<file path="src/rtl/arbiter_rr_vh.sv">
// rtl/arbiter_rr_vh.sv - registered fixed-priority / round-robin arbiter with hold timeout
module arbiter_rr_vh #(
    parameter int NUM_REQ  = 10,
    parameter int RR_MODE  = 1,
    parameter int MAX_HOLD = 16,
    localparam int IDX_W   = $clog2(NUM_REQ)
) (
    input  logic               clk,
    input  logic               rst,
    input  logic [NUM_REQ-1:0] req,
    input  logic               done,
    output logic [NUM_REQ-1:0] grant,
    output logic               grant_valid,
    output logic [IDX_W-1:0]   grant_idx,
    output logic               timeout
);

    localparam int HOLD_W      = (MAX_HOLD > 1) ? $clog2(MAX_HOLD) : 1;
    localparam int HOLD_LAST_I = (MAX_HOLD > 0) ? MAX_HOLD - 1 : 0;

    typedef enum logic {IDLE, BUSY} state_t;

    state_t              state, state_nxt;
    logic [IDX_W-1:0]    last, last_nxt;
    logic [HOLD_W-1:0]   hold_cnt, hold_nxt;
    logic [NUM_REQ-1:0]  grant_nxt;
    logic [IDX_W-1:0]    idx_nxt;
    logic                timeout_nxt;

    logic                owner_req;
    logic                hold_exp;
    logic                rel;
    logic                exp_rel;
    logic [NUM_REQ-1:0]  arb_req;
    logic                win_found;
    logic [IDX_W-1:0]    win_idx;
    int                  d;
    int                  best_d;

    assign owner_req = |(req & grant);
    assign hold_exp  = (MAX_HOLD > 0) && (hold_cnt == HOLD_W'(HOLD_LAST_I));
    assign rel       = done | ~owner_req | hold_exp;
    // Expiry only counts as the cause when the owner neither finished nor dropped its request.
    assign exp_rel   = hold_exp & ~done & owner_req;
    assign arb_req   = (state == BUSY && exp_rel) ? (req & ~grant) : req;

    // Smallest distance wins; RR distance counts downward from last and wraps modulo NUM_REQ.
    always_comb begin
        d       = 0;
        best_d  = NUM_REQ + 1;
        win_idx = '0;
        for (int i = 0; i < NUM_REQ; i++) begin
            if (arb_req[i]) begin
                if (RR_MODE == 0)
                    d = NUM_REQ - i;
                else if (int'(last) > i)
                    d = int'(last) - i;
                else
                    d = int'(last) + NUM_REQ - i;
                if (d < best_d) begin
                    best_d  = d;
                    win_idx = IDX_W'(i);
                end
            end
        end
        win_found = |arb_req;
    end

    always_ff @(posedge clk) begin
        if (rst) begin
            state       <= IDLE;
            grant       <= '0;
            grant_valid <= 1'b0;
            grant_idx   <= '0;
            timeout     <= 1'b0;
            last        <= '0;
            hold_cnt    <= '0;
        end else begin
            state       <= state_nxt;
            grant       <= grant_nxt;
            grant_valid <= |grant_nxt;
            grant_idx   <= idx_nxt;
            timeout     <= timeout_nxt;
            last        <= last_nxt;
            hold_cnt    <= hold_nxt;
        end
    end

    always_comb begin
        state_nxt = state;
        case (state)
            IDLE:    if (win_found) state_nxt = BUSY;
            BUSY:    if (rel && !win_found) state_nxt = IDLE;
            default: state_nxt = IDLE;
        endcase
    end

    always_comb begin
        grant_nxt   = grant;
        idx_nxt     = grant_idx;
        last_nxt    = last;
        hold_nxt    = hold_cnt;
        timeout_nxt = 1'b0;
        if (state == IDLE) begin
            if (win_found) begin
                grant_nxt = {{(NUM_REQ-1){1'b0}}, 1'b1} << win_idx;
                idx_nxt   = win_idx;
                last_nxt  = win_idx;
                hold_nxt  = '0;
            end
        end else if (rel) begin
            timeout_nxt = exp_rel;
            hold_nxt    = '0;
            if (win_found) begin
                grant_nxt = {{(NUM_REQ-1){1'b0}}, 1'b1} << win_idx;
                idx_nxt   = win_idx;
                last_nxt  = win_idx;
            end else begin
                grant_nxt = '0;
                idx_nxt   = '0;
            end
        end else begin
            hold_nxt = (hold_cnt == '1) ? hold_cnt : hold_cnt + 1'b1;
        end
    end

endmodule

</file>
<file path="config.mk">
export PLATFORM = sky130hd
export DESIGN_NAME = arbiter_rr_vh
export DESIGN_NICKNAME = d
export VERILOG_FILES = /design/src/rtl/arbiter_rr_vh.sv
export SDC_FILE = /design/constraint.sdc
export NUM_CORES = 1
export LEC_CHECK = 0
export CELL_PAD_IN_SITES_DETAIL_PLACEMENT = 0
export CELL_PAD_IN_SITES_GLOBAL_PLACEMENT = 2
export CORE_UTILIZATION = 37
export CTS_CLUSTER_SIZE = 10
export DETAILED_ROUTE_END_ITERATION = 8
export PLACE_DENSITY = 0.86
export SYNTH_ARGS = -nofsm -noshare
export SYNTH_HDL_FRONTEND = slang
export SYNTH_SLANG_ARGS = --single-unit
</file>
<file path="constraint.sdc">
create_clock -name clk -period 31.1 [get_ports clk]
set_clock_uncertainty 0.15 [all_clocks]
set_input_delay 6.22 -clock clk [delete_from_list [all_inputs] [get_ports clk]]
set_output_delay 6.22 -clock clk [all_outputs]
set_load 0.03 [all_outputs]
</file>
After elaboration in Yosys (flattened, before gate mapping)
Cells that the tools add are included.
{"block": "word_totals", "register_bits": 25, "latchBits": 0, "mem_bits_rw": 0, "romBits": 0, "inputBits": 13, "out_inout_bits": 16, "wordCells": 147, "memories": 0}
{"block": "op_classes", "addsub": 20, "n_mul": 0, "div": 0, "n_lt_le_gt_ge": 20, "n_eq_ne": 3, "n_shift": 1, "muxes": 75, "bitwise_logic": 11, "n_reduce_logical": 10}
{"op": "32-bit two-way mux", "count": 37}
{"op": "32-bit < comparator", "count": 9}
{"op": "32-bit by 4-bit subtractor with 32-bit output (second input constant)", "count": 4}
{"op": "4-bit two-way mux", "count": 27}
{"op": "32-bit by 3-bit subtractor with 32-bit output (second input constant)", "count": 2}
{"op": "10-bit two-way mux", "count": 5}
{"op": "32-bit by 5-bit < comparator with 1-bit output (second input constant)", "count": 1}
{"op": "32-bit by 2-bit subtractor with 32-bit output (second input constant)", "count": 1}
{"op": "32-bit by 5-bit subtractor with 32-bit output (second input constant)", "count": 1}
{"op": "10-bit OR reduction", "count": 3}
{"op": "10-bit AND", "count": 2}
{"op": "4-bit by 3-bit subtractor with 5-bit output (second input constant)", "count": 4}
{"op": "4-bit by 3-bit greater-than comparator with 1-bit output (second input constant)", "count": 4}
{"op": "10-bit inverter", "count": 1}
{"op": "1-bit by 4-bit left shift with 10-bit output (first input constant)", "count": 1}
{"op": "4-bit by 2-bit subtractor with 5-bit output (second input constant)", "count": 2}
{"op": "4-bit by 4-bit subtractor with 5-bit output (second input constant)", "count": 2}
{"op": "4-bit by 1-bit greater-than comparator with 1-bit output (second input constant)", "count": 2}
{"op": "4-bit by 2-bit greater-than comparator with 1-bit output (second input constant)", "count": 2}
{"op": "4-bit greater-than comparator (second input constant)", "count": 2}
{"op": "5-bit by 4-bit subtractor with 6-bit output (second input constant)", "count": 1}
{"op": "4-bit by 4-bit adder with 5-bit output (second input constant)", "count": 1}
{"op": "5-bit two-way mux", "count": 1}
{"op": "4-bit by 1-bit subtractor with 5-bit output (second input constant)", "count": 1}
{"op": "14 further kinds", "count": 24}

Logic depth before layout (Yosys ltp)
Gate-level depths: netlist of the first run.
{"block": "logic_depth", "depth_word": 41, "mapped_depth": 103}

Worst setup path after synthesis of the first run
Ideal clock, no wire load.
{"block": "synth_timing", "path_kind": "input port to flip-flop", "startpoint": "in done", "endpoint": "reg grant_idx[1]", "setup_time_ps": 117, "t_arrival_ps": 23574, "t_required_ps": 30833, "slack_ps": 7259, "cell_stages": 97, "n_path_buf": 9, "cell_sequence": "nand3b_1 -> o21ai_1 -> nor2_1 -> nand2_1 -> inv_1 -> ha_1 -> a21o_1 -> a21oi_1 -> nor2b_1 -> o21ai_0 -> nand4_1 -> ha_1 -> a311oi_2 -> buf_4 -> nor3_1 -> a21oi_1 -> inv_1 -> ha_1 -> [61 not listed] -> nand3_1 -> a21oi_1 -> a211oi_1 -> nand2_1 -> nor4_1 -> a21o_1 -> buf_6 -> clkbuf_1 -> mux2_2 -> ha_1 -> and4_1 -> o21ai_0 -> a21oi_1 -> a211oi_1 -> o21ba_2 -> a21boi_2 -> buf_6 -> a32o_1"}
{"block": "synth_between", "elab_chain_cells": 36, "elab_cells_between_ends": 57, "classes_between": "order compare (9); eq/ne (1); mux (38); bitwise (5); reduce/logical (4)"}
{"element": "start: declaration", "line": "11", "rtl": "input logic done,"}
{"element": "1-bit inverter", "line": "44", "rtl": "assign exp_rel = hold_exp & ~done & owner_req;"}
{"element": "1-bit AND (2 in a row)", "line": "44"}
{"element": "1-bit logical AND", "line": "45", "rtl": "assign arb_req = (state == BUSY && exp_rel) ? (req & ~grant) : req;"}
{"element": "10-bit two-way mux", "line": "45"}
{"element": "32-bit two-way mux", "line": "53", "rtl": "if (arb_req[i]) begin"}
{"element": "32-bit < comparator", "line": "60", "rtl": "if (d < best_d) begin"}
{"element": "32-bit two-way mux", "line": "60"}
{"element": "32-bit two-way mux", "line": "53"}
{"element": "[19 not listed]"}
{"element": "32-bit two-way mux", "line": "60"}
{"element": "32-bit two-way mux", "line": "53"}
{"element": "32-bit < comparator", "line": "60"}
{"element": "4-bit two-way mux", "line": "60"}
{"element": "4-bit two-way mux", "line": "53"}
{"element": "4-bit two-way mux", "line": "114", "rtl": "if (win_found) begin"}
{"element": "4-bit two-way mux", "line": "111", "rtl": "end else if (rel) begin"}
{"element": "4-bit two-way mux", "line": "104", "rtl": "if (state == IDLE) begin"}
{"element": "end signal: assignment", "line": "82", "rtl": "grant_idx <= idx_nxt;"}
{"element": "end: declaration", "line": "14", "rtl": "output logic [IDX_W-1:0] grant_idx,"}
Several ways; a longest one is shown, not always the timed one. The select of a mux whose other input is x is not followed.
A chain may end at the register's enable or synchronous reset.

Worst setup path after layout of the first run
{"block": "layout_timing", "startpoint": "in done", "endpoint": "reg grant[3]"}
{"block": "layout_between", "elab_chain_cells": 37, "elab_cells_between_ends": 57, "classes_between": "order compare (9); shift (1); mux (40); bitwise (5); reduce/logical (2)"}
{"element": "1-bit inverter", "line": "44"}
{"element": "1-bit AND (2 in a row)", "line": "44"}
{"element": "1-bit logical AND", "line": "45"}
{"element": "10-bit two-way mux", "line": "45"}
{"element": "32-bit two-way mux", "line": "53"}
{"element": "32-bit < comparator", "line": "60"}
{"element": "32-bit two-way mux", "line": "60"}
{"element": "32-bit two-way mux", "line": "53"}
{"element": "[20 not listed]"}
{"element": "32-bit two-way mux", "line": "53"}
{"element": "32-bit < comparator", "line": "60"}
{"element": "4-bit two-way mux", "line": "60"}
{"element": "4-bit two-way mux", "line": "53"}
{"element": "1-bit by 4-bit left shift with 10-bit output", "line": "106, 115"}
{"element": "10-bit two-way mux", "line": "114"}
{"element": "10-bit two-way mux", "line": "111"}
{"element": "10-bit two-way mux *", "line": "104"}
{"element": "end signal: assignment", "line": "80", "rtl": "grant <= grant_nxt;"}
{"element": "end: declaration", "line": "12", "rtl": "output logic [NUM_REQ-1:0] grant,"}
Mark *: on every way between the ends. The rest lies on a longest branch, timed or not.

==> results of run 1 <==
-- routing by layer --
layer  share of wire [%]  track usage, %  vias to the layer above
met4                 2.6           7.604                        0
met1                  46           30.44                     2691
met5                   0               0                        -
met2                  47           40.78                      170
li1                    -               -                     2756
met3                 4.0           1.070                       30
-- synth_stat cells, types with 7 or more instances --
master	instances
clkbuf_1	12
nor4_1	7
ha_1	106
nor2b_1	8
a21boi_0	7
inv_1	59
o21ai_0	42
dfxtp_1	25
and3_1	8
a21oi_1	51
nor3_1	10
a22oi_1	10
nand2_1	74
a32o_1	9
mux2i_1	25
a31oi_1	8
mux2_2	20
nand4_1	13
a21o_1	26
nor2_1	52
o21a_1	17
xnor2_1	23
nand3_1	19
-- cell type report --
type,count,area (sq um)
multi-input combinational,634,4738
tap,184,230.2
sequential,25,500.5
clock buffer,3,75.07
clock inverter,1,7.507
inverter,63,236.5
fill,1528,8586
timing repair buffer,34,325.3
-- kinds of logic (layout without fill, tap and decap cells) --
family,after synthesis,in the layout,synth area share [%]
AND/OR/NAND/NOR,228,228,19.84
AO/OA/AOI/OAI,226,226,27.52
adder cells (fa/ha/maj),106,106,23.47
buffers and inverters,90,101,7.305
multiplexers,48,48,9.077
XOR/XNOR,25,25,3.874
flip-flops,25,25,8.855
other,1,1,0.06635
-- sequential cells by signal, indices dropped and copies added (netlist names) --
name	flops
timeout	1
hold_cnt	4
state	1
grant_idx	4
last	4
grant_valid	1
grant	10
-- path summary, 6_finish.rpt --
path / from / to / slack, ns / depth (start not counted)
worst min register to register: grant_idx[3] / grant_idx[3] / 0.32 / 2
worst max-delay path: done / grant[3] / 4.87 / 91
worst max register to register: last[2] / grant[3] / 9.13 / 92
worst min-delay path: grant_idx[3] / grant_idx[3] / 0.32 / 2
-- worst max-delay path, delay by kind of cell --
| kind | cells | cell delay [ns] |
|---|---|---|
| fa+ha+maj | 10 | 2.91 |
| mux | 6 | 2.23 |
| simple gates | 21 | 3.03 |
| compound gates | 42 | 9.73 |
| buf+inv | 12 | 2.13 |
-- through the flow --
| step | cell area (sq um) | util (%) | hold slack [ns] | std cells | setup slack [ns] |
|---|---|---|---|---|---|
| 2_1_floorplan | 5652 | - | 0.3296 | 749 | 7.259 |
| 3_3_place_gp | 6031 | 41.03 | 0.2952 | 940 | 5.290 |
| 3_5_place_dp | 6031 | 41.03 | 0.2967 | 940 | 4.763 |
| 4_1_cts | 6113 | 41.59 | 0.3284 | 944 | 4.976 |
| 5_1_grt | 6113 | 41.59 | 0.3554 | 944 | 3.187 |
| 6_report | 6113 | 41.59 | 0.3247 | 944 | 4.870 |
==> run_results.csv, run 1 <==
group,metric,value,unit
global_routing,grt_overflow,0,
timing,period_needed,26.23,ns
global_routing,grt_antenna_before_repair,0,
floorplan,start_util,38.45,%
timing,worst_slew_pin_slew,1.025,ns
yosys,synth.distinct_cells,78,
yosys,ys.warnings.count,0,
clocking,htreeDepth,1,
timing,setup_viol,0,
floorplan,num_io_pins,29,
route,drc_errors,0,
run,max-cap-violations,0,
timing,finalSetupTns,0,ns
global_routing,grt_max_degree,32,
clocking,cts.sink_count,25,
worst_setup_path,path_max_fanout,17,
route,detail-route-antenna-nets,0,
route,totalWireLength,18280,microns
floorplan,die_w,125.6,microns
final_layout,final_common_cell,"ha_1",
final_layout,antenna_cells_inserted,0,
worst_setup_path,crit_slowest_cell,"a2111oi_0",
clocking,cts_root_buf,"clkbuf_16",
timing,max_slew_margin,31.11,%
timing,fmax,0.03812,GHz
run_status,status,"finished clean",
route,drtIter0Drc,520,
final_layout,final_cell_mix,"ha_1 (106), nand2_1 (74), inv_1 (59)",
route,via_per_inst,5.982,
clocking,clkTransAtPathRegs,0.07,ns
final_layout,finalNetCount,880,
yosys,synth_top_cell_by_area,"ha_1",
yosys,synth_edf_count,0,
yosys,syn-num-nets,868,
yosys,synth_area_leaders,"ha_1 (23%), dfxtp_1 (8.9%), nand2_1 (4.9%)",
clocking,cts_tree,"built",
final_layout,drive_above_1_share,6.447,%
global_routing,grt_pass1_wl,29210,microns
floorplan,row_count,44,
placed_design,port-buffer-count,28,
yosys,async_reset_ff_share,0,%
worst_setup_path,end_kind,"register",
clocking,cts_setup_buffers,0,
yosys,synth_top_area_share,23.47,%
yosys,ys_seq_area_share,8.855,%
worst_setup_path,arrival,26.28,ns
route,wire_per_inst,19.36,microns
worst_setup_path,start_kind,"input pin",
floorplan,core,14700,sq um
worst_setup_path,critPathRequiredTime,31.15,ns
floorplan,dieHeight,125.6,microns
clocking,hold_buffers,0,
placed_design,gp_congestion,0.9756,
timing,finalCritPeriodShare,84.34,%
global_routing,grt_pass1_vias,5598,
timing,rsz0062_at_grt,"no",
yosys,synthFlopType,"dfxtp_1",
clocking,clockBufferDepth,2,
timing,finalHoldViolCount,0,
worst_setup_path,path_class,"input pin to register",
clocking,cts_resized,0,
worst_setup_path,cp_slowest_stage_delay,0.64,ns
route,dr.pass1.iters,5,
final_layout,area_growth,8.169,%
yosys,ys_seq_elements,25,
timing,finalMaxSlewViolations,0,
clocking,clock_latency,0.26,ns
yosys,syn_inst,749,
route,vias,5647,
placed_design,hpwlAfterDp,14910,microns
global_routing,grt.total_usage,23.26,%
min_path,hold_class,"register to register",
clocking,numCtsBuffers,3,
yosys,syn-cell-area,5652,sq um
floorplan,dieArea,15770,sq um
yosys,avgSynthCellArea,7.546,sq um
Power of run 1 is not shown: default switching activity piles up to over one toggle a cycle in this logic, so the estimate is an artifact.
==> run 2: changes to the inputs <==
==> constraint.sdc (replaced) <==
create_clock -name clk -period 24.6 [get_ports clk]
set_clock_uncertainty 0.15 [all_clocks]
set_input_delay 4.92 -clock clk [delete_from_list [all_inputs] [get_ports clk]]
set_output_delay 4.92 -clock clk [all_outputs]
set_load 0.03 [all_outputs]
==> run_results.csv, run 2 (same netlist as run 1, synthesis figures left out) <==
group,metric,value,unit
timing,fmax,0.04291,GHz
final_layout,top_register,"grant",
placed_design,hpwlAfterDp,14870,microns
worst_setup_path,path_max_fanout,15,
route,vias,5651,
route,totalWireLength,18250,microns
clocking,clkTransAtPathRegs,0.06,ns
final_layout,area_growth,11.16,%
min_path,hold_class,"register to register",
final_layout,drive_above_1_share,8.973,%
timing,finalHoldViolCount,0,
global_routing,grt_max_degree,32,
global_routing,grt_pass1_wl,29390,microns
route,drtIter0Drc,407,
route,drc_errors,0,
final_layout,final_cell_mix,"ha_1 (106), nand2_1 (73), inv_1 (59)",
clocking,clockBufferDepth,2,
clocking,cts_tree,"built",
run,max-cap-violations,0,
route,via_per_inst,5.930,
worst_setup_path,critPathRequiredTime,24.60,ns
run_status,status,"finished clean",
worst_setup_path,start_kind,"input pin",
placed_design,gp_congestion,0.8467,
worst_setup_path,path_class,"input pin to register",
floorplan,start_util,38.45,%
timing,period_needed,23.30,ns
global_routing,grt_overflow,0,
timing,max_slew_margin,40.36,%
floorplan,num_io_pins,29,
worst_setup_path,crit_slowest_cell,"or2_2",
placed_design,placedCellCount,942,
timing,worst_slew_pin_slew,0.8870,ns
final_layout,antenna_cells_inserted,0,
clocking,cts_root_buf,"clkbuf_16",
placed_design,port-buffer-count,28,
clocking,htreeDepth,1,
timing,setup_viol,0,
timing,finalCritPeriodShare,94.73,%
final_layout,instances_no_fill,953,
global_routing,grt.total_usage,23.30,%
final_layout,nFillCells,1488,
worst_setup_path,cpMostUsedCell,"ha_1",
clocking,cts.sink_count,25,
final_layout,largest_register_ffs,10,
timing,finalMaxSlewViolations,0,
final_layout,fin_util,42.74,%
floorplan,core,14700,sq um
floorplan,dieHeight,125.6,microns
final_layout,finalNetCount,889,
global_routing,grt_antenna_before_repair,0,
clocking,numCtsBuffers,3,
global_routing,grt_pass1_vias,5608,
floorplan,row_count,44,
route,detail-route-antenna-nets,0,
final_layout,final_common_cell,"ha_1",
clocking,hold_buffers,0,
placed_design,placed_area,6046,sq um
worst_setup_path,end_kind,"register",
floorplan,die_w,125.6,microns
floorplan,dieArea,15770,sq um
final_layout,fin_area,6282,sq um
timing,finalSetupTns,0,ns
worst_setup_path,arrival,23.30,ns
worst_setup_path,cp_slowest_stage_delay,0.43,ns
route,dr.pass1.iters,5,
clocking,clock_latency,0.26,ns
route,wire_per_inst,19.15,microns
[run 2: changes by cell type in the layout (fill, tap and decap cells not counted), sizes merged]
cell  previous run  this run
buf              6        15
[run 2: timing repair]
| item | in CTS | in global routing |
|---|---|---|
| endpoints found under the setup margin | 18 | 18 |
| pin swaps | 0 | 2 |
| buffers inserted | 0 | 7 |
| resized for setup | 3 | 19 |
| hold endpoints to repair | 0 | 0 |
[run 2: layout make-up]
cell class / instances / area [sq um] / share of cell area, %
tap: 184 / 230.2 / 3.665
timing repair buffer: 43 / 417.9 / 6.652
clock inverter: 1 / 5.005 / 0.07967
sequential: 25 / 500.5 / 7.967
inverter: 63 / 240.2 / 3.824
multi-input combinational: 634 / 4813 / 76.62
clock buffer: 3 / 75.07 / 1.195
[run 2: metrics by stage]
| step | setup WS (ns) | hold slack, ns |
|---|---|---|
| after global placement | -0.2987 | 0.2970 |
| final | 1.297 | 0.3225 |
| after global routing | -0.05420 | 0.3565 |
| after floorplan | 2.059 | 0.3296 |
| after detailed placement | -0.5602 | 0.3006 |
| after CTS | 0.02522 | 0.3229 |
[run 2: final timing paths]
check                 end  slack [ns]          from  cells after the start
max              grant[2]        1.30          done                     92
min          grant_idx[3]        0.32  grant_idx[3]                      2
max reg2reg      grant[2]        4.24       last[2]                     94
min reg2reg  grant_idx[3]        0.32  grant_idx[3]                      2
[run 2: worst max-delay path: cells and delay by family]
| family | cells | cell delay [ns] |
|---|---|---|
| compound gates | 45 | 8.72 |
| fa+ha+maj | 10 | 2.93 |
| buf+inv | 12 | 1.99 |
| simple gates | 20 | 2.97 |
| mux | 5 | 1.71 |
[run 2: layer usage]
layer	wire length (microns)	vias up	share of wire, %	global-route usage (%)
met3	1000	30	5.5	2.311
met1	8187	2672	45	29.96
met2	8551	174	47	40.78
li1	-	2775	-	-
met4	506	0	2.8	7.102
met5	0	-	0	0
Power of run 2 is left out for the same reason.
==> run 3: changes to the inputs <==
--- a/config.mk
+++ b/config.mk
@@ -7,6 +7,7 @@
 export LEC_CHECK = 0
 export CELL_PAD_IN_SITES_DETAIL_PLACEMENT = 0
 export CELL_PAD_IN_SITES_GLOBAL_PLACEMENT = 2
+export CORE_MARGIN = 10
 export CORE_UTILIZATION = 37
 export CTS_CLUSTER_SIZE = 10
 export DETAILED_ROUTE_END_ITERATION = 8
==> run_results.csv, run 3 (same netlist as run 1, synthesis figures left out) <==
group,metric,value,unit
floorplan,start_util,37.45,%
global_routing,grt_pass1_vias,5630,
timing,rsz0062_at_grt,"no",
global_routing,grt_max_degree,32,
final_layout,final_cell_mix,"ha_1 (106), nand2_1 (73), inv_1 (59)",
worst_setup_path,end_kind,"register",
placed_design,hpwlAfterDp,15250,microns
timing,period_needed,23.40,ns
floorplan,dieArea,20620,sq um
floorplan,die_w,143.6,microns
worst_setup_path,path_class,"input pin to register",
route,drtIter0Drc,390,
worst_setup_path,cp_slowest_stage_delay,0.44,ns
route,detail-route-antenna-nets,0,
final_layout,drive_above_1_share,7.974,%
global_routing,grt_pass1_wl,29580,microns
worst_setup_path,start_kind,"input pin",
final_layout,area_growth,9.475,%
clocking,cts.sink_count,25,
placed_design,gp_congestion,0.9602,
timing,max_slew_margin,37.71,%
timing,finalSetupTns,0,ns
worst_setup_path,crit_slowest_cell,"a2111oi_2",
route,drc_errors,0,
route,wire_per_inst,19.64,microns
final_layout,antenna_cells_inserted,0,
timing,worst_slew_pin_slew,0.9264,ns
floorplan,dieHeight,143.6,microns
clocking,hold_buffers,0,
global_routing,grt_overflow,0,
final_layout,fin_area,6187,sq um
clocking,clockBufferDepth,2,
min_path,hold_class,"register to register",
floorplan,row_count,45,
floorplan,core,15090,sq um
timing,finalCritPeriodShare,95.14,%
final_layout,finalNetCount,885,
route,vias,5661,
final_layout,top_register,"grant",
route,dr.pass1.iters,5,
run,max-cap-violations,0,
timing,setup_viol,0,
clocking,clkTransAtPathRegs,0.07,ns
placed_design,placed_area,6058,sq um
final_layout,largest_register_ffs,10,
worst_setup_path,arrival,23.45,ns
run_status,status,"finished clean",
final_layout,final_common_cell,"ha_1",
timing,finalMaxSlewViolations,0,
clocking,cts_tree,"built",
worst_setup_path,path_max_fanout,15,
floorplan,num_io_pins,29,
worst_setup_path,critPathRequiredTime,24.65,ns
placed_design,port-buffer-count,28,
global_routing,grt_antenna_before_repair,0,
route,totalWireLength,18720,microns
route,via_per_inst,5.940,
timing,fmax,0.04273,GHz
clocking,clock_latency,0.26,ns
timing,finalHoldViolCount,0,
clocking,numCtsBuffers,3,
clocking,htreeDepth,1,
clocking,cts_root_buf,"clkbuf_16",
global_routing,grt.total_usage,17.79,%
run 3: worst paths after layout:
path	from	to	slack, ns	depth (start not counted)
setup / recovery	done	grant[2]	1.20	88
hold / removal	grant_idx[2]	grant_idx[2]	0.33	1
setup reg to reg	last[2]	grant[2]	4.03	89
hold reg to reg	grant_idx[2]	grant_idx[2]	0.33	1
run 3: critical path, delay by kind of cell:
family / cells / cell delay, ns
AND/OR/NAND/NOR: 17 / 2.78
buffers and inverters: 9 / 1.70
AO/OA/AOI/OAI: 46 / 8.98
adder cells (fa/ha/maj): 10 / 2.98
multiplexers: 6 / 2.04
run 3: per-stage QoR:
step                      std cells  util, %  hold slack [ns]  worst slack [ns]
final                           953    41.00           0.3337             1.195
after global routing            953    41.00           0.3701           0.02964
after CTS                       951    40.70           0.3338            0.2325
after detailed placement        947    40.15           0.3117           0.03916
after global placement          947    40.15           0.2958            0.3957
after floorplan                 749        -           0.3296             2.059
run 3: layout make-up:
class                      instances  area [sq um]
clock inverter                     1         8.758
inverter                          63         240.2
sequential                        25         500.5
timing repair buffer              39         362.8
tap                              188         235.2
clock buffer                       3         75.07
fill                            1569          8902
multi-input combinational        634          4765
run 3: timing repair:
| item | CTS | global route |
|---|---|---|
| setup endpoints to repair | 0 | 18 |
| buffers inserted | 0 | 2 |
| gates resized for setup | 0 | 11 |
run 3: per-layer routing:
layer | GRT usage, % | vias up | wire length (microns)
met5 | 0 | - | 0
met4 | 4.675 | 0 | 450
met3 | 1.650 | 26 | 878
met2 | 30.87 | 150 | 8821
met1 | 22.93 | 2717 | 8565
li1 | - | 2768 | -
Power of run 3 is left out for the same reason.
